**config.mk**
```make
export PLATFORM = sky130hd
export DESIGN_NAME = trigger_bank_ctrl
export DESIGN_NICKNAME = d
export VERILOG_FILES = /design/src/rtl/trigger_bank_ctrl.sv
export SDC_FILE = /design/constraint.sdc
export NUM_CORES = 1
export LEC_CHECK = 0
export BUFFER_PORTS_ARGS = -buffer_cell sky130_fd_sc_hd__buf_2
export CAP_MARGIN = 20
export CORE_ASPECT_RATIO = 0.8
export CORE_MARGIN = 2
export CORE_UTILIZATION = 37
export CTS_CLUSTER_DIAMETER = 100
export CTS_CLUSTER_SIZE = 24
export DETAILED_ROUTE_END_ITERATION = 8
export PLACE_DENSITY_LB_ADDON = 0.15
export SLEW_MARGIN = 0
export SYNTH_ARGS = -nofsm -noshare
export SYNTH_HDL_FRONTEND = slang
export SYNTH_SLANG_ARGS = --single-unit
```
**constraint.sdc**
```tcl
create_clock -name clock -period 3.8 [get_ports clock]
set_input_delay 0.19 -clock clock [delete_from_list [all_inputs] [get_ports clock]]
set_output_delay 0.19 -clock clock [all_outputs]
set_load 0.1 [all_outputs]
```
**src/rtl/trigger_bank_ctrl.sv**
```systemverilog
// trigger_bank_ctrl: allocates, programs and reports a bank of external trigger slots
module trigger_bank_ctrl #(
    parameter int NUM_SLOTS = 4,
    parameter int PRICE_WIDTH = 8,
    parameter int ID_WIDTH = 4,
    localparam int SLOT_W = $clog2(NUM_SLOTS)
) (
    input  logic                   clock,
    input  logic                   reset,
    input  logic                   arm_valid,
    output logic                   arm_ready,
    input  logic                   arm_side,
    input  logic                   arm_direction,
    input  logic [PRICE_WIDTH-1:0] arm_price,
    input  logic [ID_WIDTH-1:0]    arm_id,
    input  logic                   cancel_valid,
    input  logic [ID_WIDTH-1:0]    cancel_id,
    output logic [NUM_SLOTS-1:0]   trig_write_enable,
    output logic                   trig_side,
    output logic                   trig_direction,
    output logic [PRICE_WIDTH-1:0] trig_price,
    input  logic [NUM_SLOTS-1:0]   trig_satisfied,
    output logic                   fire_valid,
    input  logic                   fire_ready,
    output logic [ID_WIDTH-1:0]    fire_id,
    output logic [SLOT_W-1:0]      fire_slot,
    output logic [NUM_SLOTS-1:0]   slots_busy
);
    typedef enum logic [2:0] {FREE, WRITE, SETTLE, ARMED, PENDING} slot_state_t;

    slot_state_t          state_q [NUM_SLOTS];
    slot_state_t          state_d [NUM_SLOTS];
    logic [ID_WIDTH-1:0]  id_q [NUM_SLOTS];
    logic [NUM_SLOTS-1:0] cancel_hit;
    logic [NUM_SLOTS-1:0] cand;
    logic [SLOT_W-1:0]    rr_ptr;
    logic [SLOT_W-1:0]    alloc;
    logic [SLOT_W-1:0]    after_fire;
    logic [SLOT_W-1:0]    start;
    logic [SLOT_W-1:0]    sel;
    logic                 accept;
    logic                 handshake;
    logic                 found;
    int                   idx;

    // Occupancy, cancel matching (presented slot exempt) and lowest-free allocation on pre-cancel state
    always_comb begin
        alloc = '0;
        for (int i = NUM_SLOTS - 1; i >= 0; i--) begin
            slots_busy[i] = state_q[i] != FREE;
            cancel_hit[i] = cancel_valid && slots_busy[i] && id_q[i] == cancel_id &&
                            !(fire_valid && fire_slot == SLOT_W'(i));
            alloc = slots_busy[i] ? alloc : SLOT_W'(i);
        end
        arm_ready = !(&slots_busy);
        accept = arm_valid && arm_ready;
        handshake = fire_valid && fire_ready;
        after_fire = (fire_slot == SLOT_W'(NUM_SLOTS - 1)) ? '0 : fire_slot + SLOT_W'(1);
        start = handshake ? after_fire : rr_ptr;
    end

    // Round-robin pick of the next PENDING slot, skipping slots that leave this cycle
    always_comb begin
        found = 1'b0;
        sel = '0;
        idx = 0;
        for (int i = 0; i < NUM_SLOTS; i++)
            cand[i] = state_q[i] == PENDING && !cancel_hit[i] && !(handshake && fire_slot == SLOT_W'(i));
        for (int k = 0; k < NUM_SLOTS; k++) begin
            idx = int'(start) + k;
            idx = idx >= NUM_SLOTS ? idx - NUM_SLOTS : idx;
            if (!found && cand[SLOT_W'(idx)]) begin
                found = 1'b1;
                sel = SLOT_W'(idx);
            end
        end
    end

    // Per-slot lifecycle; cancel and report acceptance both return a slot to FREE
    always_comb begin
        for (int i = 0; i < NUM_SLOTS; i++) begin
            state_d[i] = state_q[i];
            case (state_q[i])
                FREE:    state_d[i] = (accept && alloc == SLOT_W'(i)) ? WRITE : FREE;
                WRITE:   state_d[i] = SETTLE;
                SETTLE:  state_d[i] = ARMED;
                ARMED:   state_d[i] = trig_satisfied[i] ? PENDING : ARMED;
                default: state_d[i] = state_q[i];
            endcase
            if (cancel_hit[i] || (handshake && fire_slot == SLOT_W'(i)))
                state_d[i] = FREE;
        end
    end

    // Slot state register and stored order ids
    always_ff @(posedge clock or negedge reset) begin
        if (!reset) begin
            for (int i = 0; i < NUM_SLOTS; i++) begin
                state_q[i] <= FREE;
                id_q[i] <= '0;
            end
        end else begin
            for (int i = 0; i < NUM_SLOTS; i++)
                state_q[i] <= state_d[i];
            if (accept)
                id_q[alloc] <= arm_id;
        end
    end

    // Shared write bus: one-cycle strobe, data held until the next accepted arm
    always_ff @(posedge clock or negedge reset) begin
        if (!reset) begin
            trig_write_enable <= '0;
            trig_side <= 1'b0;
            trig_direction <= 1'b0;
            trig_price <= '0;
        end else begin
            trig_write_enable <= accept ? NUM_SLOTS'(1) << alloc : '0;
            if (accept) begin
                trig_side <= arm_side;
                trig_direction <= arm_direction;
                trig_price <= arm_price;
            end
        end
    end

    // Registered fire report and round-robin pointer
    always_ff @(posedge clock or negedge reset) begin
        if (!reset) begin
            fire_valid <= 1'b0;
            fire_id <= '0;
            fire_slot <= '0;
            rr_ptr <= '0;
        end else begin
            if (handshake)
                rr_ptr <= after_fire;
            if (!fire_valid || handshake) begin
                fire_valid <= found;
                if (found) begin
                    fire_id <= id_q[sel];
                    fire_slot <= sel;
                end
            end
        end
    end
endmodule

```
# ---- Word level (Yosys, flattened, before mapping)
# Index checks and enable logic that the tools add are counted.
dict set report word_totals {
  reg_bits 51
  in_bits 27
  word_cells 193
}
dict set report classes {
  n_addsub 8
  n_lt_le_gt_ge 11
  n_eq_ne 26
  shifts 1
  n_mux 53
  n_bitwise 2
  reduce_logical 76
}
# operator n
set op_table {}
lappend op_table {{3-bit case mux with 4 select lines} 4}
lappend op_table {{1-bit logical AND} 38}
lappend op_table {{2-bit two-way mux} 14}
lappend op_table {{3-bit by 2-bit equality test with 1-bit output, second input constant} 8}
lappend op_table {{3-bit two-way mux} 8}
lappend op_table {{5-bit nonzero test} 4}
lappend op_table {{1-bit logical NOT} 17}
lappend op_table {{16-bit bitwise mux} 1}
lappend op_table {{4-bit equality test} 4}
lappend op_table {{2-bit by 4-bit < comparator with 1-bit output, second input constant} 4}
lappend op_table {{1-bit two-way mux} 16}
lappend op_table {{4-bit two-way mux} 4}
lappend op_table {{3-bit >= comparator, second input constant} 5}
lappend op_table {{3-bit by 1-bit equality test with 1-bit output, second input constant} 4}
lappend op_table {{3-bit equality test, second input constant} 4}
lappend op_table {{3-bit logical NOT} 4}
lappend op_table {{3-bit nonzero test} 4}
lappend op_table {{1-bit binary-select mux with 2-bit select} 4}
lappend op_table {{4-bit binary-select mux with 2-bit select} 1}
lappend op_table {{4-bit demux with 2-bit select} 1}
lappend op_table {{2-bit equality test, second input constant} 4}
lappend op_table {{2-bit by 1-bit subtractor with 2-bit output, second input constant} 4}
lappend op_table {{2-bit by 2-bit adder with 3-bit output, second input constant} 2}
lappend op_table {{2-bit NOT with 3-bit output} 2}
lappend op_table {{10 further kinds} 16}

# ---- Longest topological paths before layout
dict set report logic_depth {
  ltp_word 24
  ltp_mapped 10
  ltp_nobuf 9
}

# ---- Worst setup path before layout
# Ideal clock, no wire load.
dict set report synth_timing {
  path_type {register to register}
  startpoint {register state_q[7] in the netlist's numbering}
  endpoint {register trig_direction}
  setup_time_ns 0.126
  arrival_ns 3.401
  path_slack_ns 0.274
  stages_incl_launch_ff 6
  path_buffers 0
  cell_sequence {dfrtp_1 -> nor3_1 -> inv_1 -> nand4_1 -> nand2_1 -> mux2_2}
}
dict set report synth_between {
  elab_chain_cells 4
}
# item line_no
set synth_lines {}
lappend synth_lines {{from (decl)} 31} ;# slot_state_t state_q [NUM_SLOTS];
lappend synth_lines {{from (signal, indexed assignment)} 104} ;# state_q[i] <= state_d[i];
lappend synth_lines {{3-bit nonzero test} 50} ;# slots_busy[i] = state_q[i] != FREE;
lappend synth_lines {{net slots_busy[1]} 27} ;# output logic [NUM_SLOTS-1:0] slots_busy
lappend synth_lines {{4-bit AND reduction} 55} ;# arm_ready = !(&slots_busy);
lappend synth_lines {{1-bit logical NOT} 55}
lappend synth_lines {{net arm_ready} 11} ;# output logic arm_ready,
lappend synth_lines {{1-bit logical AND} 56} ;# accept = arm_valid && arm_ready;
lappend synth_lines {{to (signal assigned)} 121} ;# trig_direction <= arm_direction;
lappend synth_lines {{to (decl)} 20} ;# output logic trig_direction,
# The timed path passes the listed nets, and every way through them passes these cells.
# A chain may end at the register's enable or synchronous reset.

# ---- Final worst setup path
dict set report layout_timing {
  startpoint {register fire_slot[0]}
  endpoint {register fire_id[0]}
}
dict set report layout_between {
  elab_chain_cells 24
}
# item line_no
set layout_lines {}
lappend layout_lines {{from (decl)} 26} ;# output logic [SLOT_W-1:0] fire_slot,
lappend layout_lines {{from (signal assigned)} 141} ;# fire_slot <= sel;
lappend layout_lines {{parallel branches: the longest is 24 deep, another holds 2-bit by 1-bit adder with 3-bit output} n/a}
lappend layout_lines {{to (signal assigned)} 140} ;# fire_id <= id_q[sel];
lappend layout_lines {{to (decl)} 25} ;# output logic [ID_WIDTH-1:0] fire_id,
# Parallel ways; which one is timed is not known. The select of a mux whose other input is x is not followed.

==> results.md <==
* Critical path's top delay family: simple AND/OR/NAND/NOR gates
* Vias in the first global route at 1838
* Yosys reg bits at 51
* Worst Setup Path Type: reg -> reg
* Post-detailed-route count of antenna-violating nets at 0
* RSZ-0062 raised after global routing: no
* Yosys warning count at 0
* Core ar. at 6892 sq um
* Critical Path RT at 4.00 ns
* Failing checks: hold timing
* Via Count at 1918
* Initial antenna violation count at 0
* Worst Reg-to-Reg Cells at 8
* Endpoint class of the critical path: flop
* Met3 Usage GRT at 0.03590
* Clk buf depth at 2
* Post-synth top flop: dfrtp_1
* Mapped Area at 2638 sq um
* Root Buffer: clkbuf_8
* Hold buffer count at cts at 0
* Number of nets in the layout at 321
* Total nets after synthesis at 265
* Critical path launch point: fire_slot[0]$_DFFE_PN0P_
* GRT Util Overall at 0.1601
* Cell Rows at 27
* # setup viols final at 0
* Sequential fraction of the synthesis area at 0.4839
* DRC violation count after routing at 0
* Grt total ovfl at 0
* Met1 Use GR at 0.2319
* Post-DP HPWL at 4567 microns
* Crit path to: fire_id[0]$_DFFE_PN0P_
* Avg Cell Area, Syn at 11.27 sq um
* Leading cell type in the layout, fill and taps excluded: buf_2
* Num CTS Buffers at 5
* Levels on crit path at 8
* DIE AREA at 7824 sq um
* Worst R2R Start: fire_slot[0]$_DFFE_PN0P_
* Via/cell ratio at 5.074
* Gate Count Post-Synth at 234
* Input/output buffers at 52
* Max-cap violations at 0
* Routed wire length at 6022 microns
* Minimum clock period at 2.618 ns
* Worst-margin pin slew at 1.060 ns
* Routing usage on met2 at 0.2497
* Most frequent cells in the layout: 52 x buf_2, 51 x dfrtp_1, 27 x mux2_2
* Die W at 98.40 microns
* Area grow syn2layout at 16.89%
* Initial Util at 0.3827
* Inserted Diodes at 0
* Die Y at 79.52 microns
* Kind of start point of the critical path: flop
* Pin count of the biggest net entering global routing at 52
* Post-synth cell types at 40
* Pins Over Slew Limit at 0
* Number of post-CTS setup repair buffers at 0
* Crit share post-route at 0.6889
* Result of the run: finished with violations
* CTS clk-pin slew, worst paths at 0.11 ns
* Crit-path max FO at 9
* H-Tree Depth at 2
* Busiest grt layer: met2
* I/O pins at 53
* Routability-driven placement congestion ratio at 0.8130
* CTS tree: done
* First-pass GRT wire length at 9825 microns
* Endpoints failing hold at 22
* FFs w/ async S/R, synth at 1.000
* Number of synthesized flops with an enable pin at 0
* Fin Setup TNS at 0 ns
* CP arrival at 2.82 ns
* FMAX at 382.0 MHz
* # resized after CTS at 0
* Pre-Repair DR Iteration Count at 4
* Slowest cell on crit path: a2111oi_2
* Worst path cell trace: inv_1 -> ha_1 -> a2111oi_2 -> a21oi_2 -> nor4_1 -> nand2b_1 -> nand2b_2 -> o221ai_2
* Crit path largest cell delay at 0.48 ns
* Sink Count at 51
* Clock Latency Late Sink at 0.31 ns
* Layout cells sized above 1 at 0.3643
* Rel. slew slack at 0.2876
* Buf/Inv on CP at 1
* Path type of the worst min-delay path: in -> async
* Final Skew at 0.006242 ns
* Initial drt markers at 46
* Reg2reg end: fire_id[0]$_DFFE_PN0P_
* DR WL/cell at 15.93 microns
* Worst reg-to-reg setup slack at 1.18 ns
* Min Hold Slack at -0.02408 ns
-- how the worst min path moves through the flow --
stage          startpoint                   endpoint  slack, ns
4_1_cts             reset  trig_price[1]$_DFFE_PN0P_       0.01
3_5_place_dp        reset     state_q[1]$_DFFE_PN0P_       0.36
5_1_grt             reset     state_q[5]$_DFFE_PN0P_       0.05
6_report            reset    state_q[10]$_DFFE_PN0P_      -0.02
2_1_floorplan       reset     fire_id[0]$_DFFE_PN0P_      -0.11
3_3_place_gp        reset    state_q[10]$_DFFE_PN0P_       0.36
-- worst reg2reg max path: stages (launching register included) --
cell and delay (ns):
dfrtp_1 0.45, inv_1 0.09, ha_1 0.24, a2111oi_2 0.48
a21oi_2 0.15, nor4_1 0.40, nand2b_1 0.35, nand2b_2 0.26
o221ai_2 0.10
-- logic make-up (layout without fill, tap and decap cells) --
kind of cell	count (synthesis)	after routing	share of synthesized area
buffers and inverters	14	71	0.02467
muxes	38	38	0.1618
xor gates and xnor gates	16	16	0.05313
adders and majority gates	4	4	0.01898
AOI/OAI and AO/OA	36	36	0.1205
DFF	51	51	0.4839
and+or+nand+nor	75	75	0.1371
-- stage by stage --
stage | hold slack, ns | util | instances | setup slack (ns) | area, sq um
2_1_floorplan | -0.1056 | - | 234 | 0.2736 | 2638
3_3_place_gp | 0.3580 | 0.4334 | 370 | 1.303 | 2987
3_5_place_dp | 0.3592 | 0.4334 | 370 | 1.224 | 2987
4_1_cts | 0.01476 | 0.4473 | 378 | 1.201 | 3083
5_1_grt | 0.04932 | 0.4473 | 378 | 0.9460 | 3083
6_report | -0.02408 | 0.4473 | 378 | 1.182 | 3083
-- final cells by class --
type                    instances  area [sq um]
fillers                       673          3809
multi-input cells             169          1296
flip-flops and latches         51          1276
repair buffers                 53         267.8
well taps                      87         108.9
clock buffers                   5         68.82
inverters                      10         37.54
clock inverters                 3         27.53
-- cells in the mapped netlist (5+ instances only) --
| cell type | number | area share |
|---|---|---|
| dfrtp_1 | 51 | 0.48 |
| nor3_1 | 7 | 0.013 |
| inv_1 | 10 | 0.014 |
| xor2_1 | 14 | 0.046 |
| mux2_2 | 27 | 0.12 |
| nand2_1 | 24 | 0.034 |
| nand3_1 | 11 | 0.021 |
| nor2_1 | 19 | 0.027 |
| a21oi_1 | 13 | 0.025 |
| mux2i_1 | 10 | 0.038 |
| a211oi_1 | 5 | 0.014 |
-- registers in the layout, indices dropped and copies added (netlist names) --
register	flops
trig_write_enable	4
fire_id	4
id_q	16
fire_slot	2
state_q	12
trig_direction	1
fire_valid	1
trig_side	1
rr_ptr	2
trig_price	8
-- per-layer routing --
layer  share of wire  wire (microns)  vias up
li1                -               -      939
met1            0.50            3028      938
met2            0.46            2743       36
met3           0.036             217        5
met4          0.0055              33        0
met5               0               0        -
Power is left out: the tool's default activity adds up to more than one toggle a clock period on the data nets, which glitch-free logic cannot reach.
